## src/rtl/mips_pkg.sv

```systemverilog
// Shared encodings and helpers for the MIPS instruction-fetch slice.
package mips_pkg;

  localparam int unsigned XLEN = 32;

  // Fetch-unit FSM state encodings
  localparam logic [1:0] FETCH = 2'd0;
  localparam logic [1:0] EXEC  = 2'd1;
  localparam logic [1:0] HALT  = 2'd2;

  // Next-PC source select encodings
  localparam logic [1:0] NPC_SEQ = 2'd0;
  localparam logic [1:0] NPC_BR  = 2'd1;
  localparam logic [1:0] NPC_J   = 2'd2;

  localparam logic [XLEN-1:0] DEFAULT_RESET_PC = 32'h0000_0000;

  // Sign-extended, word-scaled branch displacement from a 16-bit immediate
  function automatic logic [XLEN-1:0] br_offset(input logic [15:0] imm);
    return {{14{imm[15]}}, imm, 2'b00};
  endfunction

endpackage

```

## src/rtl/mips_next_pc.sv

```systemverilog
// Combinational next-PC selection: jump beats taken branch beats sequential.
module mips_next_pc
  import mips_pkg::*;
(
  input  logic [XLEN-1:0] pc,
  input  logic [XLEN-1:0] instr,
  input  logic            Jump,
  input  logic            Branch,
  input  logic            Zero_flag,
  output logic [XLEN-1:0] pc_plus4,
  output logic [XLEN-1:0] next_pc,
  output logic [1:0]      npc_sel
);

  // Opcode bits are decoded by the control unit, not needed here
  logic unused_opcode;
  assign unused_opcode = ^instr[31:26];

  // Select the PC source and form the target address
  always_comb begin
    pc_plus4 = pc + 32'd4;
    npc_sel  = NPC_SEQ;
    if (Jump) begin
      npc_sel = NPC_J;
    end else if (Branch && Zero_flag) begin
      npc_sel = NPC_BR;
    end
    case (npc_sel)
      NPC_J:   next_pc = {pc_plus4[31:28], instr[25:0], 2'b00};
      NPC_BR:  next_pc = pc_plus4 + br_offset(instr[15:0]);
      default: next_pc = pc_plus4;
    endcase
  end

endmodule

```

## src/rtl/mips_fetch_unit.sv

```systemverilog
// Instruction-fetch stage: owns the PC, fetches over req/rdy, presents one
// instruction per execute cycle and halts on an out-of-range next PC.
module mips_fetch_unit
  import mips_pkg::*;
#(
  parameter logic [XLEN-1:0] RESET_PC   = DEFAULT_RESET_PC,
  parameter int unsigned     IMEM_DEPTH = 1024
) (
  input  logic            clk,
  input  logic            rst_n,
  output logic            imem_req,
  output logic [XLEN-1:0] imem_addr,
  input  logic            imem_rdy,
  input  logic [XLEN-1:0] imem_rdata,
  output logic [XLEN-1:0] instr,
  output logic            instr_valid,
  input  logic            Jump,
  input  logic            Branch,
  input  logic            Zero_flag,
  output logic [XLEN-1:0] pc,
  output logic [XLEN-1:0] pc_plus4,
  output logic            addr_err
);

  // One past the last legal byte address; 33 bits so a full 4 GiB map fits
  localparam logic [XLEN:0] PC_LIMIT = 33'(IMEM_DEPTH) << 2;

  logic [1:0]      state_q, state_d;
  logic [XLEN-1:0] pc_q, pc_d;
  logic [XLEN-1:0] instr_q, instr_d;
  logic            addr_err_q, addr_err_d;
  logic            req_q, req_d;
  logic            valid_q, valid_d;

  logic [XLEN-1:0] next_pc;
  logic [1:0]      npc_sel;
  logic            out_of_range;

  mips_next_pc u_next_pc (
    .pc        (pc_q),
    .instr     (instr_q),
    .Jump      (Jump),
    .Branch    (Branch),
    .Zero_flag (Zero_flag),
    .pc_plus4  (pc_plus4),
    .next_pc   (next_pc),
    .npc_sel   (npc_sel)
  );

  // Select encoding is informational at this level
  logic unused_npc_sel;
  assign unused_npc_sel = ^npc_sel;

  assign out_of_range = ({1'b0, next_pc} >= PC_LIMIT);

  // State and datapath registers with synchronous active-low reset
  always_ff @(posedge clk) begin
    if (!rst_n) begin
      state_q    <= FETCH;
      pc_q       <= RESET_PC;
      instr_q    <= '0;
      addr_err_q <= 1'b0;
      req_q      <= 1'b1;
      valid_q    <= 1'b0;
    end else begin
      state_q    <= state_d;
      pc_q       <= pc_d;
      instr_q    <= instr_d;
      addr_err_q <= addr_err_d;
      req_q      <= req_d;
      valid_q    <= valid_d;
    end
  end

  // Next-state and next-register values
  always_comb begin
    state_d    = state_q;
    pc_d       = pc_q;
    instr_d    = instr_q;
    addr_err_d = addr_err_q;
    case (state_q)
      FETCH: begin
        if (imem_rdy) begin
          instr_d = imem_rdata;
          state_d = EXEC;
        end
      end
      EXEC: begin
        pc_d = next_pc;
        if (out_of_range) begin
          addr_err_d = 1'b1;
          state_d    = HALT;
        end else begin
          state_d = FETCH;
        end
      end
      HALT: begin
        state_d = HALT;
      end
      default: begin
        state_d = FETCH;
      end
    endcase
    req_d   = (state_d == FETCH);
    valid_d = (state_d == EXEC);
  end

  // Request is suppressed combinationally for any cycle spent in reset
  assign imem_req    = req_q & rst_n;
  assign imem_addr   = pc_q;
  assign instr       = instr_q;
  assign instr_valid = valid_q;
  assign pc          = pc_q;
  assign addr_err    = addr_err_q;

endmodule

```

## config.mk

```make
export PLATFORM = sky130hd
export DESIGN_NAME = mips_fetch_unit
export DESIGN_NICKNAME = d
export VERILOG_FILES = /design/src/rtl/mips_pkg.sv /design/src/rtl/mips_next_pc.sv /design/src/rtl/mips_fetch_unit.sv
export SDC_FILE = /design/constraint.sdc
export NUM_CORES = 1
export LEC_CHECK = 0
export BUFFER_PORTS_ARGS = -buffer_cell sky130_fd_sc_hd__buf_2
export CORE_AREA = 2 2 131 133
export DETAILED_ROUTE_END_ITERATION = 16
export DIE_AREA = 0 0 133 135
export HOLD_SLACK_MARGIN = 0.06
export SLEW_MARGIN = 20
export SYNTH_ARGS = -nofsm -noshare
export SYNTH_HDL_FRONTEND = slang
export SYNTH_SLANG_ARGS = --single-unit
```

## constraint.sdc

```tcl
create_clock -name clk -period 5.25 [get_ports clk]
set_input_delay 1.05 -clock clk [delete_from_list [all_inputs] [get_ports clk]]
set_output_delay 1.05 -clock clk [all_outputs]
set_load 0.005 [all_outputs]
```

==> results of run 1 <==
[cells by family (layout without fill, tap and decap cells)]
logic type	count (synthesis)	after routing	share of synthesized area
and+or+nand+nor	324	324	0.270
AOI/OAI and AO/OA	220	220	0.253
buffers and inverters	91	216	0.0838
DFF	69	69	0.245
xor gates and xnor gates	42	42	0.0652
adders and majority gates	33	33	0.0745
muxes	5	5	0.00887
[flip-flops by register name, indices dropped and copies added (netlist names)]
register	flops
addr_err	1
req_q	1
imem_addr	32
state_q	2
instr	32
instr_valid	1
[per-stage QoR]
| stage | util | cells | hold WS (ns) | worst slack, ns |
|---|---|---|---|---|
| floorplan | - | 784 | 0.449 | 0.788 |
| global placement | 0.394 | 1113 | 0.441 | 0.357 |
| detailed placement | 0.394 | 1113 | 0.446 | 0.210 |
| CTS | 0.412 | 1129 | 0.456 | 0.194 |
| global route | 0.413 | 1129 | 0.475 | 0.0863 |
| finish | 0.413 | 1129 | 0.455 | 0.422 |
[power groups by stage]
stage	Sequential [mW]	Combinational, mW	Clock [mW]
5_1_grt	0.604	0.422	0.623
4_1_cts	0.599	0.381	0.602
3_3_place_gp	0.611	0.378	0
3_5_place_dp	0.611	0.379	0
6_report	0.600	0.382	0.590
2_1_floorplan	0.603	0.243	0
[worst reg2reg max path, delay by kind of cell (launching register included)]
kind	cells	cell delay, ns
AND/OR/NAND/NOR	7	1.90
AO/OA/AOI/OAI	6	1.30
flip-flops	1	0.42
XOR/XNOR	2	0.43
adder cells (fa/ha/maj)	2	0.58
buffers and inverters	1	0.09
[layout by cell type (no fill, tap or decap), types with 10 or more instances in the layout]
master and instances:
nand3_1 16, o211ai_1 13, nor2_1 74, nand2_1 133, buf_4 17, xor2_1 14, xnor2_1 28, ha_1 31
and2_1 10, o21ai_0 31, inv_1 14, a21oi_1 91, nor3_1 16, buf_2 168, dfxtp_1 69, nand4_1 21
a211oi_1 13
[timing repair]
item | CTS | global route
hold endpoints to repair | 0 | 0
buffers inserted | 0 | 0
resized for setup | 0 | 5
setup endpoints to repair | 0 | 3
[final cells by class]
class / count / area share
well taps: 220 / 0.0406
flip-flops and latches: 69 / 0.204
multi-input cells: 624 / 0.562
clock buffers: 10 / 0.0352
clock inverters: 6 / 0.00683
repair buffers: 185 / 0.143
inverters: 15 / 0.00849
[metal layers]
layer	vias up	GRT usage	share of wire
met5	-	0	0
met4	0	0.0914	0.033
met3	44	0.0533	0.068
met2	241	0.373	0.46
met1	2856	0.281	0.44
li1	3037	-	-
[path summary, 6_finish.rpt]
path / start / depth (start not counted) / end / slack, ns
setup / recovery: imem_addr[3] / 18 / state_q[1] / 0.42
hold / removal: instr[31] / 2 / instr[31] / 0.46
setup reg to reg: imem_addr[3] / 18 / state_q[1] / 0.42
hold reg to reg: instr[31] / 2 / instr[31] / 0.46
==> metrics.md, run 1 <==
| Metric | Value |
|---|---|
| Cell area after layout | 6780 um^2 |
| Max Root-Sink Buffers | 2 |
| Sw Pwr | 0.530 mW |
| CP max-delay cell | or4_4 |
| Logic pwr share | 0.243 |
| Buf+Inv Stages, Crit Path | 1 |
| I/O pin cnt | 169 |
| GRT Total Usage | 0.225 |
| Post-route DRC | 0 |
| Post-Syn Area | 5650 um^2 |
| Top cells by count, synth | nand2_1, a21oi_1, nor2_1 |
| 1st-iter DRT viols | ~410 |
| Slew Limit Fails | 0 |
| Diode count | 0 |
| Skew-Pair Late Insertion Delay | 0.35 ns |
| Fill count | 1,711 |
| Actual slew at the worst max-slew pin | 0.853 ns |
| Most frequent cell after synthesis | nand2_1 |
| Multi-input gate area | between 3000 and 4000 um^2 |
| Slowest stage delay, CP | approximately 0.57 ns |
| DPL Wire Length | 15,800 um |
| Clk pwr share | 0.375 |
| Total Power | 1.57 mW |
| Worst Path Required | 5.48 ns |
| GP Congestion | 0.957 |
| CTS buffer count | 9 |
| Syn nets | 855 |
| # hold bufs at CTS | 0 |
| Crit share post-route | 0.920 |
| Register area share after synthesis | 0.245 |
| Routed WL | between 20,000 and 25,000 um |
| Sequential share of power | 0.382 |
| Top FF cell, synth | dfxtp_1 |
| Share of cells above drive strength 1 | 0.244 |
| P&R area growth vs syn | 20.1% |
| Die width | ~130 um |
| Initial Util | 0.344 |
| CTS tree | yes |
| Setup_tns | 0 ns |
| Vias in the first global route | 5,599 |
| # setup viols final | 0 |
| Yosys reg bits | 69 |
| Status | complete, no violations |
| Synth top area share | 0.245 |
| CP startpoint kind | flop |
| Drt first pass iters | 5 |
| H-tree depth | 3 |
| Crit path DAT | 5.06 ns |
| Syn_area_per_cell | between 7 and 8 um^2 |
| Max_cap viols | 0 |
| Initial antenna violation count | 0 |
| Placed inst area | roughly 6500 um^2 |
| WL per Instance | about 18 um |
| EDFF count, synth | 0 |
| CTS sink count | 69 |
| Clock Root Buffer | clkbuf_16 |
| Synth Instances | 784 |
| Fin. Hold Viols | 0 |
| Die area | 18,000 um^2 |
| Switching Share | 0.337 |
| Via/cell ratio | between 5 and 6 |
| VDD IR max | 0.148 mV |
| Critical Path, Cell by Cell | ha_1 -> nand3_2 -> or4_4 -> nor2_2 -> nand2_1 -> xor2_1 -> inv_1 -> ha_2 -> a21oi_1 -> o21ai_0 -> a221o_1 -> a211oi_2 -> nand2_1 -> xnor2_1 -> o2111ai_1 -> or4_1 -> nor3_2 -> o21ai_0 |
| Die height | 135 um |
| Max FO, Critical Path | 9 |
| P per Cell Area | 232 nW/um^2 |
| Post-synthesis cell type count | 70 |
| CP Capture Type | flop |
| Post-synth top area cell | dfxtp_1 |
| Largest delay share family, worst path | simple AND/OR/NAND/NOR gates |
| Pleak | 3.14 nW |
| Via count | 6,178 |
| Clock transition at path regs | 0.06 ns |
| CP Class | reg2reg |
| Ranking of synthesized cells by area | dfxtp_1, nand2_1, a21oi_1 |
| RSZ-0062 raised after global routing | false |
| Power Internal | 1.04 mW |
| Site Rows | 47 |
| Core Box Area | 16,400 um^2 |
| Post-route minimum period | 4.83 ns |
| Largest net degree at the start of global routing | 61 |
| Final Net Count | between 900 and 1,000 |
| Worst min-delay path class | reg2reg |
| PortBufs | 168 |
| Slew HR | 0.431 |
| Asr flop ratio synth | 0 |
| Ys Warns | 0 |
| Register area | ~1400 um^2 |
| Grt total ovfl | 0 |
| Max Freq | roughly 210 MHz |
| Global-route wire length before repair | 31,400 um |
| Final clock skew | 0.00479 ns |
| Routed Antenna Nets | 0 |
(Power assumes the default switching activity.)
==> inputs of run 2 (changes only) <==
Settings changed: CAP_MARGIN set to 20, CELL_PAD_IN_SITES_DETAIL_PLACEMENT set to 1, CELL_PAD_IN_SITES_GLOBAL_PLACEMENT set to 2, CORE_AREA 2 2 131 133 to 2 2 143 145, DIE_AREA 0 0 133 135 to 0 0 145 147, PLACE_DENSITY_LB_ADDON set to 0.1.
==> run 2 against run 1 <==
Setup slack lost 0.097 ns; hold slack gained 0.0038 ns; maximum frequency shrank 2.0%; largest cell class unchanged; highest routed layer is now met5.
==> metrics.md, run 2 (same netlist as run 1, synthesis figures left out) <==
| Metric | Value |
|---|---|
| CTS sink count | approximately 70 |
| Share of cells above drive strength 1 | 0.254 |
| Met1 Use GR | 0.298 |
| # setup viols final | 0 |
| Initial antenna violation count | 1 |
| Switching Share | 0.331 |
| Fill count | approximately 2,500 |
| Max Root-Sink Buffers | 2 |
| CP startpoint kind | flop |
| Post-route DRC | 0 |
| M2 GR Usage | 0.378 |
| Die width | between 100 and 150 um |
| P&R area growth vs syn | 23.2% |
| GP Congestion | 0.921 |
| Slew HR | 0.383 |
| Placed Instances | approximately 1,200 |
| GRT Total Usage | 0.227 |
| Grt total ovfl | 0 |
| Largest net degree at the start of global routing | 45 |
| Final worst setup slack | 0.325 ns |
| I/O pin cnt | 169 |
| Die height | 147 um |
| Worst min-delay path class | reg2reg |
| P per Cell Area | 235 nW/um^2 |
| Setup slack, reg-to-reg | between 0.3 and 0.4 ns |
| Skew-Pair Late Insertion Delay | about 0.35 ns |
| Max FO, Critical Path | 8 |
| Fin. Hold Viols | 0 |
| Commonest non-fill, non-tap cells in the layout | buf_2, nand2_1, a21oi_1 |
| Met3 Track Usage GR | 0.0391 |
| Crit share post-route | 0.938 |
| Vias in the first global route | 6,586 |
| Worst slack at placement | 0.166 ns |
| H-tree depth | 3 |
| CTS buffer count | 9 |
| Die area | 21,300 um^2 |
| Total Power | 1.64 mW |
| Crit path DAT | 5.15 ns |
| DPL Wire Length | roughly 19,000 um |
| Power Internal | 1.09 mW |
| Diode count | 0 |
| Site Rows | 52 |
| WL per Instance | slightly above 20 um |
| Sw Pwr | roughly 0.54 mW |
| Global-route wire length before repair | about 38,000 um |
| Drt first pass iters | 8 |
| Fin util | 0.350 |
| PortBufs | 168 |
| Worst Path Required | roughly 5.5 ns |
| Max_cap viols | 0 |
| # hold bufs at CTS | 0 |
| Pleak | 3.22 nW |
| Via count | roughly 6,400 |
| Placed inst area | 6600 um^2 |
| Cell area after layout | 6950 um^2 |
| Slew Limit Fails | 0 |
| Final Net Count | just under 1,000 |
| Clock transition at path regs | 0.06 ns |
| Routed WL | about 24,000 um |
| Routed Antenna Nets | 0 |
| Initial Util | 0.284 |
| Most common cell after layout, fill and taps aside | buf_2 |
| CP Capture Type | flop |
| Post-route minimum period | 4.92 ns |
| CTS tree | yes |
| VDD IR max | approximately 0.14 mV |
| Top Usage Layer GRT | met2 |
| Via/cell ratio | around 5.4 |
| Max Freq | 203 MHz |
| Logic pwr share | 0.246 |
| 1st-iter DRT viols | about 310 |
| Status | complete, no violations |
| Sequential share of power | 0.366 |
| Finished Layout Cells | 1,188 |
| Clock Root Buffer | clkbuf_16 |
| Core Box Area | 19,800 um^2 |
| CP Class | reg2reg |
| Clk pwr share | 0.388 |
| Final clock skew | 0.00813 ns |
| Actual slew at the worst max-slew pin | 0.925 ns |
## run 2: path summary, 6_finish.rpt
path	start	to	cells after the start
worst max-delay path	imem_addr[4]	addr_err	16
worst min-delay path	instr[29]	instr[29]	2
worst max register to register	imem_addr[4]	addr_err	16
worst min register to register	instr[29]	instr[29]	2
## run 2: metal layers
metal	share of wire	routed length [um]
met1	0.45	11000
met3	0.049	1190
met5	0.00053	13
met2	0.48	11600
met4	0.023	569
## run 2: per-stage QoR
| stage | hold WS (ns) | setup TNS (ns) |
|---|---|---|
| detailed placement | 0.453 | 0 |
| finish | 0.459 | 0 |
| floorplan | 0.449 | 0 |
| global placement | 0.441 | 0 |
| global route | 0.487 | -0.0413 |
| CTS | 0.461 | 0 |
## run 2: cell type report
type	count	area (um^2)	share of cell area
well taps	270	338	0.0486
clock inverters	5	58.8	0.00846
inverters	15	56.3	0.00810
multi-input cells	624	3840	0.552
clock buffers	11	243	0.0349
repair buffers	194	1040	0.149
flip-flops and latches	69	1380	0.199
## run 2: power groups by stage
stage | sequential, mW | clock [mW] | combinational, mW
floorplan | 0.603 | 0 | 0.243
global placement | 0.608 | 0 | 0.396
detailed placement | 0.610 | 0 | 0.401
CTS | 0.599 | 0.650 | 0.403
global route | 0.604 | 0.676 | 0.448
finish | 0.598 | 0.635 | 0.403
## run 2: timing repair
item / in CTS / in global routing
resized for setup: 0 / 11
endpoints found under the setup margin: 0 / 3
setup buffers: 0 / 1
hold endpoints to repair: 0 / 0
## run 2: worst max-delay path: stages (launching register included)
cell and delay (ns):
dfxtp_1 0.48, nand4_1 0.26, nor4_1 0.43, buf_4 0.23, and2_1 0.22, xor2_1 0.29
ha_1 0.40, a21oi_1 0.21, o21ai_1 0.17, a211oi_1 0.28, o21bai_1 0.16, a41oi_2 0.19
xnor2_1 0.11, a2111o_1 0.42, or4_1 0.61, nor3_4 0.24, o21ai_0 0.11
==> inputs of run 3 (changes only) <==
Settings changed: BUFFER_PORTS_ARGS -buffer_cell sky130_fd_sc_hd__buf_2 to unset, CORE_AREA 2 2 143 145 to 2 2 131 133, DIE_AREA 0 0 145 147 to 0 0 133 135, DONT_BUFFER_PORTS set to 1.
==> run 3 against run 2 <==
Register-to-register slack better by 0.03 ns; hold slack improved by 0.023 ns; design area decreased by 12%; utilization is 2.4 points higher; critical path type unchanged; critical endpoint unchanged.
==> metrics.md, run 3 (same netlist as run 1, synthesis figures left out) <==
| Metric | Value |
|---|---|
| Status | complete, no violations |
| P per Cell Area | 255 nW/um^2 |
| CTS sink count | 69 |
| Actual slew at the worst max-slew pin | a little over 1 ns |
| DPL Wire Length | 18,500 um |
| GRT Total Usage | 0.266 |
| CP startpoint kind | flop |
| WL per Instance | 24.2 um |
| Final clock skew | 0.0114 ns |
| Slew Limit Fails | 0 |
| Max Root-Sink Buffers | 2 |
| CTS buffer count | 9 |
| Max_cap viols | 0 |
| Clock transition at path regs | 0.06 ns |
| Diode count | 0 |
| Crit share post-route | 0.933 |
| I/O pin cnt | approximately 170 |
| Worst slack at placement | 0.247 ns |
| VDD IR max | 0.148 mV |
| Routed WL | about 24,000 um |
| CP Capture Type | flop |
| Die area | about 18,000 um^2 |
| Via/cell ratio | 5.96 |
| Most common cell after layout, fill and taps aside | nand2_1 |
| Pleak | 2.45 nW |
| RSZ-0062 raised after global routing | false |
| Worst Path Required | about 5.5 ns |
| H-tree depth | 3 |
| Global-route wire length before repair | 36,300 um |
| Routed Antenna Nets | 0 |
| Drt first pass iters | 5 |
| Vias in the first global route | 6,081 |
| Clock Root Buffer | clkbuf_16 |
| CP Class | reg2reg |
| Worst min-delay path class | reg2reg |
| Commonest non-fill, non-tap cells in the layout | nand2_1, a21oi_1, nor2_1 |
| Finished Layout Cells | approximately 990 |
| Final Net Count | around 840 |
| Initial Util | 0.344 |
| Crit path DAT | 5.13 ns |
| Slew HR | 0.318 |
| Max Freq | roughly 200 MHz |
| Setup_tns | 0 ns |
| Final worst setup slack | 0.353 ns |
| Min Hold Slack | 0.483 ns |
| Via count | 5,894 |
| Site Rows | 47 |
| Max FO, Critical Path | 9 |
| Largest net degree at the start of global routing | 50 |
| Skew-Pair Late Insertion Delay | 0.36 ns |
| Die height | 135 um |
| # setup viols final | 0 |
| CTS tree | yes |
| Fin. Hold Viols | 0 |
| Fin util | 0.374 |
| 1st-iter DRT viols | 370 |
| Core Box Area | 16,400 um^2 |
| Placed Instances | around 970 |
| Grt total ovfl | 0 |
| P&R area growth vs syn | 8.78% |
| Die width | 133 um |
| Share of cells above drive strength 1 | 0.104 |
| PortBufs | 0 |
| GP Congestion | 0.913 |
| Initial antenna violation count | 0 |
| Post-route minimum period | between 4 and 5 ns |
| Post-route DRC | 0 |
run 3: cell types whose count changed in the layout (fill, tap and decap cells not counted), sizes merged:
cell | before | now
buf | 194 | 45
clkbuf | 11 | 9
bufinv | 1 | 0
inv | 16 | 20
clkinvlp | 2 | 1
run 3: worst paths after layout:
path / startpoint / to / slack, ns / cells after the start
hold / removal: instr[30] / instr[30] / 0.48 / 2
setup / recovery: imem_addr[2] / addr_err / 0.35 / 18
hold reg to reg: instr[30] / instr[30] / 0.48 / 2
setup reg to reg: imem_addr[2] / addr_err / 0.35 / 18
run 3: layer usage:
layer | vias up | share of wire | global-route usage | wire length [um]
li1 | 2759 | - | - | -
met1 | 2897 | 0.45 | 0.339 | 10700
met2 | 200 | 0.46 | 0.435 | 11000
met3 | 38 | 0.067 | 0.0709 | 1610
met4 | 0 | 0.027 | 0.0950 | 650
met5 | - | 0 | 0 | 0
run 3: stage by stage:
step                      power (mW)  area [um^2]
after CTS                       1.58         6120
after global placement         0.948         5830
after detailed placement       0.955         5830
final                           1.57         6140
after global routing            1.65         6140
after floorplan                0.845         5650
run 3: power breakdown:
group	switching [mW]	total, mW	leakage, nW	internal (mW)
clock network	0.289	0.622	0.141	0.333
registers	0.0491	0.605	0.565	0.556
logic	0.224	0.342	1.74	0.118
total	0.562	1.57	2.45	1.01
run 3: final cells by class:
class                   instances  area [um^2]
clock buffers                   9          225
clock inverters                 7         65.1
fillers                      2038        10300
inverters                      15         56.3
multi-input cells             624         3800
flip-flops and latches         69         1380
well taps                     220          275
repair buffers                 45          338
run 3: timing repair:
action / 4_1_cts / 5_1_grt
buffers inserted: 0 / 2
setup endpoints to repair: 0 / 3
hold buffers: 0 / 0
gates resized for setup: 0 / 3
run 3: critical path: stages (launching register included):
cell	delay, ns
dfxtp_1	0.34
ha_1	0.21
nand3_2	0.17
or4_4	0.57
nor2_2	0.19
nand2_1	0.08
xor2_1	0.23
inv_1	0.09
ha_1	0.43
a21oi_1	0.22
o21ai_0	0.16
a221o_1	0.38
a211oi_1	0.32
nand2_1	0.11
xnor2_1	0.25
o2111ai_1	0.13
or4_1	0.52
nor3_2	0.25
o21ai_0	0.12
